===== src/rtl/training_pkg.sv =====
// Shared types for the perceptron training sequencer.
// State encoding, default sample layout and LFSR taps.
package training_pkg;

  typedef enum logic [1:0] {
    IDLE,
    RUN,
    DONE
  } state_t;

  localparam int DEF_SIGN = 1;
  localparam int DEF_Q_M  = 15;
  localparam int DEF_Q_N  = 16;

  function automatic int word_w(int s, int m, int n);
    return s + m + n;
  endfunction

  function automatic int sample_w(int w);
    return 3 * w;
  endfunction

  localparam int DEF_W = word_w(DEF_SIGN, DEF_Q_M, DEF_Q_N);

  typedef struct packed {
    logic [DEF_W-1:0] x1;
    logic [DEF_W-1:0] x2;
    logic [DEF_W-1:0] target;
  } sample_t;

  // x^8 + x^6 + x^5 + x^4 feedback taps
  localparam logic [7:0] LFSR_TAPS = 8'hB8;

endpackage


===== src/rtl/lfsr8.sv =====
// 8-bit maximal-length Fibonacci LFSR.
// Load has priority over step; reset loads the seed.
module lfsr8
  import training_pkg::*;
(
  input  logic       clk_i,
  input  logic       reset_i,
  input  logic       load_i,
  input  logic [7:0] seed_i,
  input  logic       step_i,
  output logic [7:0] q_o
);

  logic [7:0] q_q, q_d;

  // next value: reload, shift, or hold
  always_comb begin
    q_d = q_q;
    if (load_i) begin
      q_d = seed_i;
    end else if (step_i) begin
      q_d = {q_q[6:0], ^(q_q & LFSR_TAPS)};
    end
  end

  // state register
  always_ff @(posedge clk_i) begin
    if (reset_i) begin
      q_q <= seed_i;
    end else begin
      q_q <= q_d;
    end
  end

  assign q_o = q_q;

endmodule


===== src/rtl/training_sequencer.sv =====
// Streams a stored training set to the neuron trainer for EPOCHS passes.
// Optional per-epoch shuffle is enabled with TRAIN_SHUFFLE_EN.
module training_sequencer
  import training_pkg::*;
#(
  parameter int          SIGN         = 1,
  parameter int          Q_M          = 15,
  parameter int          Q_N          = 16,
  parameter int          NUM_SAMPLES  = 4,
  parameter int          EPOCHS       = 1000,
  parameter logic [7:0]  SHUFFLE_SEED = 8'hA5,
  localparam int         W            = word_w(SIGN, Q_M, Q_N),
  localparam int         IDX_W        = $clog2(NUM_SAMPLES),
  localparam int         EPOCH_W      = $clog2(EPOCHS + 1)
) (
  input  logic               clk_i,
  input  logic               reset_i,
  input  logic               wr_en_i,
  input  logic [IDX_W-1:0]   wr_addr_i,
  input  logic [W-1:0]       wr_x1_i,
  input  logic [W-1:0]       wr_x2_i,
  input  logic [W-1:0]       wr_out_i,
  input  logic               start_i,
  input  logic               abort_i,
  output logic               train_valid_o,
  output logic [W-1:0]       train_x1_o,
  output logic [W-1:0]       train_x2_o,
  output logic [W-1:0]       train_out_o,
  output logic               busy_o,
  output logic               done_o,
  output logic               capture_o,
  output logic [EPOCH_W-1:0] epoch_o
);

  typedef struct packed {
    logic [W-1:0] x1;
    logic [W-1:0] x2;
    logic [W-1:0] target;
  } smp_t;

  state_t             state_q, state_d;
  logic [IDX_W-1:0]   idx_q, idx_d;
  logic [EPOCH_W-1:0] epoch_q, epoch_d;
  logic               cap_q, cap_d;
  smp_t               mem_q [NUM_SAMPLES];

  logic               run;
  logic               go;
  logic               wrap;
  logic               last;
  logic [IDX_W-1:0]   mask;
  logic [IDX_W-1:0]   rd_idx;
  smp_t               rd;

  assign run  = (state_q == RUN);
  assign go   = start_i & ~abort_i & ~run;
  assign wrap = run && (idx_q == IDX_W'(NUM_SAMPLES - 1));
  assign last = wrap && (epoch_q == EPOCH_W'(EPOCHS - 1));

`ifdef TRAIN_SHUFFLE_EN
  logic [7:0] lfsr_q;

  lfsr8 u_lfsr (
    .clk_i   (clk_i),
    .reset_i (reset_i),
    .load_i  (go),
    .seed_i  (SHUFFLE_SEED),
    .step_i  (wrap),
    .q_o     (lfsr_q)
  );

  assign mask = lfsr_q[IDX_W-1:0];
`else
  assign mask = '0;
`endif

  // next state; epoch is cleared only on start so an abort keeps it
  always_comb begin
    state_d = state_q;
    idx_d   = idx_q;
    epoch_d = epoch_q;
    unique case (state_q)
      IDLE, DONE: begin
        idx_d = '0;
        if (go) begin
          state_d = RUN;
          epoch_d = '0;
        end
      end
      RUN: begin
        if (abort_i) begin
          state_d = IDLE;
          idx_d   = '0;
        end else begin
          idx_d = idx_q + 1'b1;
          if (wrap) epoch_d = epoch_q + 1'b1;
          if (last) state_d = DONE;
        end
      end
      default: begin
        state_d = IDLE;
        idx_d   = '0;
      end
    endcase
    cap_d = run && (state_d == DONE);
  end

  // control registers
  always_ff @(posedge clk_i) begin
    if (reset_i) begin
      state_q <= IDLE;
      idx_q   <= '0;
      epoch_q <= '0;
      cap_q   <= 1'b0;
    end else begin
      state_q <= state_d;
      idx_q   <= idx_d;
      epoch_q <= epoch_d;
      cap_q   <= cap_d;
    end
  end

  // sample memory, frozen while a run is streaming
  always_ff @(posedge clk_i) begin
    if (reset_i) begin
      for (int i = 0; i < NUM_SAMPLES; i++) begin
        mem_q[i] <= '0;
      end
    end else if (wr_en_i && !run) begin
      mem_q[wr_addr_i] <= '{x1: wr_x1_i,
                            x2: wr_x2_i,
                            target: wr_out_i};
    end
  end

  assign rd_idx = run ? (idx_q ^ mask) : '0;
  assign rd     = mem_q[rd_idx];

  assign train_x1_o    = rd.x1;
  assign train_x2_o    = rd.x2;
  assign train_out_o   = rd.target;
  assign train_valid_o = run;
  assign busy_o        = run;
  assign done_o        = (state_q == DONE);
  assign capture_o     = cap_q;
  assign epoch_o       = epoch_q;

endmodule


===== config.mk =====
export PLATFORM = sky130hd
export DESIGN_NAME = training_sequencer
export DESIGN_NICKNAME = d
export VERILOG_FILES = /design/src/rtl/training_pkg.sv /design/src/rtl/lfsr8.sv /design/src/rtl/training_sequencer.sv
export SDC_FILE = /design/constraint.sdc
export NUM_CORES = 1
export LEC_CHECK = 0
export CAP_MARGIN = 20
export CORE_AREA = 2 2 206 229
export DETAILED_ROUTE_END_ITERATION = 10
export DIE_AREA = 0 0 208 231
export MAX_ROUTING_LAYER = met4
export PLACE_DENSITY = 0.65
export SYNTH_ARGS = -nofsm -noshare
export SYNTH_HDL_FRONTEND = slang
export SYNTH_SLANG_ARGS = --single-unit
export TNS_END_PERCENT = 5

===== constraint.sdc =====
create_clock -name clk_i -period 7 [get_ports clk_i]
set_input_delay 1.75 -clock clk_i [delete_from_list [all_inputs] [get_ports clk_i]]
set_output_delay 1.75 -clock clk_i [all_outputs]
set_load 0.02 [all_outputs]

Word level (Yosys, flattened, before mapping). Memory sizes are Yosys's and may differ from the RTL's. Cells that the tools add are included. Widths: inputs -> output; s select.

$add $sub $neg: 2. Eq/ne operators: 8. Muxes and demuxes: 17. Bitwise logic cells: 4. Reduce and logical (&&, ||, !) cells: 11.

Operator list (count): $mux 96 (1); $reduce_or 96->1 (1); $mux 10 (3); $pmux 10 s2 (1); $add 10x1->10 const B (1); $eq 10x10->1 const B (1); $mux 2 (5); $eq 2x2->1 const B (3); $mux 1 (6); $logic_and 1x1->1 (4); $ne 2x2->1 const B (2); $pmux 2 s2 (1); $reduce_and 4->1 (1); $reduce_or 3->1 (1); $add 2x1->2 const B (1); $and 1x1->1 (2); $eq 2x1->1 const B (1); $logic_not 2->1 (1); $ne 2x1->1 const B (1); $not 1->1 (2); $reduce_bool 2->1 (1); $reduce_or 2->1 (1); $logic_not 1->1 (1).

Bits in registers: 15. Memory bits (writable): 384. Input bits: 103. Memories: 1.

Memories: mem_q (depth 4, bits a word 96, rd ports 1, clocked after memory_dff 0, wr ports 4, line training_sequencer.sv:45) `smp_t mem_q [NUM_SAMPLES];`.

Logic depth before layout (Yosys ltp).
Word-level depth: 8. Gate-level depth with buffers: 8. Gate-level depth less buffers: 5.

Worst setup path before layout. OpenSTA, ideal clock, no wires.

Path type: in2reg. From: in reset_i. To: mem mem_q[3][0] (netlist bit), enable pin. Library setup time: 0.461 ns. Arrival: 4.138 ns. Required time: 6.539 ns. Slack: 2.401 ns. Stages: 2. Buffers on the path: 1. Cells stage by stage: clkbuf_1 > a41o_1.

RTL lines: from (decl) (line training_sequencer.sv:17) `input logic reset_i,`; to (decl) (line training_sequencer.sv:45).

Final worst setup path.
From: reg state_q[0]. To: out train_out_o[8].

Word-level cells in the longest chain between the ends: 3.

RTL lines: from (decl) (line training_sequencer.sv:41) `state_t state_q, state_d;`; from (signal assigned) (line training_sequencer.sv:116) `state_q <= state_d;`; $eq 2x1->1 (line training_sequencer.sv:55) `assign run = (state_q == RUN);`; $mux 2 (line training_sequencer.sv:136) `assign rd_idx = run ? (idx_q ^ mask) : '0;`; $mem_v2 4x96; to (decl) (line training_sequencer.sv:28) `output logic [W-1:0] train_out_o,`.

No other way between the ends.

==> summary.txt <==
Crit end category: primary output
Horiz. Die Dim: 208 µm
Synth top area share: 63.6%
Yosys top cell by area: edfxtp_1
Largest net degree at the start of global routing: 88
Clock Tree Root: clkbuf_16
Max-cap violation count: 0
Syn Area/Cell: 13.5 µm²
Clock slew at reported path FFs: 60 ps
Final period util: 85.7%
I/O Buffers: 212
CTS sink cnt: 399
CTS resizes: 0
Setup TNS: 0 ps
FP Rows: 83
#FFs+latches synth: 399
Core ar.: 45900 µm²
Post-DP HPWL: 25600 µm
DRC viols: 0
Worst r2r dst: mem_q[1][4]
Drt pass-1 iters: 5
# nets final: 1619
# hold bufs at CTS: 0
Routability cong.: 0.796
Placed Instance Area: 20600 µm²
Worst setup path class: flop to primary output
Total GRT Usage: 20.2%
CTS H-tree lvls: 2
WP data required: 5250 ps
Initial DRC count: 729
Grt met3 use: 3.85%
Register area share after synthesis: 65.3%
Layout cells sized above 1: 6.21%
Starting Density: 39.5%
Max Slew Vio Count: 0
Routed via count: 11.6k
Skew final: 7.39 ps
Hold depth: 2
CTS tree: done
Actual slew at the worst max-slew pin: 1070 ps
Met1 Use GR: 23.4%
Hold Violations, Final: 0
CTS buffer count: 42
Netlist cell types: 48
Final setup viols: 0
Post-synth EDFFs: 384
Final ANT Viol Nets: 0
Worst hold start: epoch_o[1]
Slew HR: 28.8%
Most frequent cells after synthesis: and2_1 (384), edfxtp_1 (384), nor2_1 (106)
WP data arrival: 4250 ps
VDD IR max: 0.144 mV
Most used DFF post-synth: edfxtp_1
Reg-to-reg critical path startpoint: state_q[1]
Area Growth Syn to Fin: 21.3%
Via-per-instance ratio: 5.42
Die ar.: 48000 µm²
Pwr dens: 247 nW/µm²
Number of I/O pins: 213
Worst hold slack: 497 ps
Min Clock Period, post-route: 6000 ps
Syn Inst Count: 1344
Pleak: 8.28 nW
Hold endpoint: epoch_o[1]
Setup Buffers After CTS: 0
First-pass GRT wire length: 72000 µm
Crit path max fanout: 87
Finished Cell Area: 22000 µm²
Synth async-reset ratio: 0%
Yosys warns: 0
Startpoint types: flop
WL/cell: 22.2 µm
Congestion Overflow GR: 0
Total power: 0.00544 W
Vias in the first global route: 12.2k
Fmax: 167 MHz
RSZ-0062 raised after global routing: no
Clock Path Buffers: 3
Initial antenna violation count: 6
GR Util met2: 35.4%
Mapped Nets: 1449
Worst skew pair latency: 560 ps
Worst reg2reg path depth: 5
Post-Synthesis Cell Area: 18100 µm²
Min-Delay Path Class: flop to flop
Outcome: completed
Total routed wirelength: 47600 µm
Gr busiest metal: met2
Top cells by area, synth: edfxtp_1 (64%), and2_1 (13%), mux2i_1 (5.3%)
Flop2flop setup slack: 3550 ps
Die Y: 231 µm
==> layer usage <==
layer,routed length [µm],up-vias
met4,1060,0
met1,19600,5903
met3,2420,66
li1,-,5356
met2,24500,298
met5,0,-
==> layout by cell type (no fill, tap or decap), types with 3 or more instances in the layout <==
master             n
a211oi_1           3
xnor2_1            4
mux2i_1           96
nor2_1           105
clkinv_1          11
clkbuf_1           6
a21oi_1            4
buf_4             17
clkinv_2           9
nand2_1            4
dfxtp_1           14
clkbuf_16         45
and2_1           384
or2_4              3
edfxtp_1         384
nor3b_4            3
o21ai_0            3
xor2_1             4
diode_2            6
clkdlybuf4s50_1  212
o22ai_1           96
bufinv_16          3
a221oi_1          96
buf_12             4
==> critical path, cell delays in order, from the launching register on <==
cell and delay [ps]:
dfxtp_1 420, nand2b_1 320, inv_6 540, nand2_8 500
buf_4 520, mux2i_1 170, a221oi_1 380, clkdlybuf4s50_1 670
==> report_power, final <==
part | total, W | internal, W | switching (W)
sequential | 0.00280 | 0.00276 | 0.0000432
clock | 0.00218 | 0.00127 | 0.000905
combinational | 0.000453 | 0.000193 | 0.000260
total | 0.00544 | 0.00423 | 0.00121
==> cell type report <==
class,count,area [µm²]
repair buffers,233,2330
well taps,595,744
fillers,4050,23900
clock buffers,51,1150
multi-input cells,835,5720
diodes,6,15.0
clock inverters,24,184
inverters,3,18.8
flip-flops and latches,399,11800
==> flip-flops by register name (all words and copies together), names as in the netlist <==
signal	count
mem_q	384
idx_q	2
state_q	2
capture_o	1
epoch_o	10
==> worst max path at each step <==
| stage | cells after the start | to | startpoint |
|---|---|---|---|
| after CTS | 7 | train_x1_o[5] | state_q[0] |
| after floorplan | 2 | mem_q[3][0] | reset_i |
| after global routing | 7 | train_out_o[7] | state_q[0] |
| after detailed placement | 7 | train_x1_o[5] | state_q[0] |
| final | 7 | train_out_o[8] | state_q[0] |
| after global placement | 7 | train_x1_o[8] | state_q[0] |
==> per-stage QoR <==
step           setup slack [ps]  cells  util [%]
6_report                   1000   2146      47.9
5_1_grt                     748   2146      47.9
4_1_cts                     921   2140      47.9
3_5_place_dp               1530   2065      45.0
3_3_place_gp               1600   2064      44.9
2_1_floorplan              2400   1344         -
==> cell families after synthesis <==
kind of cell / count (synthesis) / share of synthesized area (%)
compound gates: 207 / 8.51
xor+xnor: 8 / 0.387
fa+ha+maj: 2 / 0.138
buf+inv: 110 / 3.40
flops: 399 / 65.3
mux: 96 / 5.30
simple gates: 522 / 17.0
Note: power is estimated with default switching activity, not from simulation.
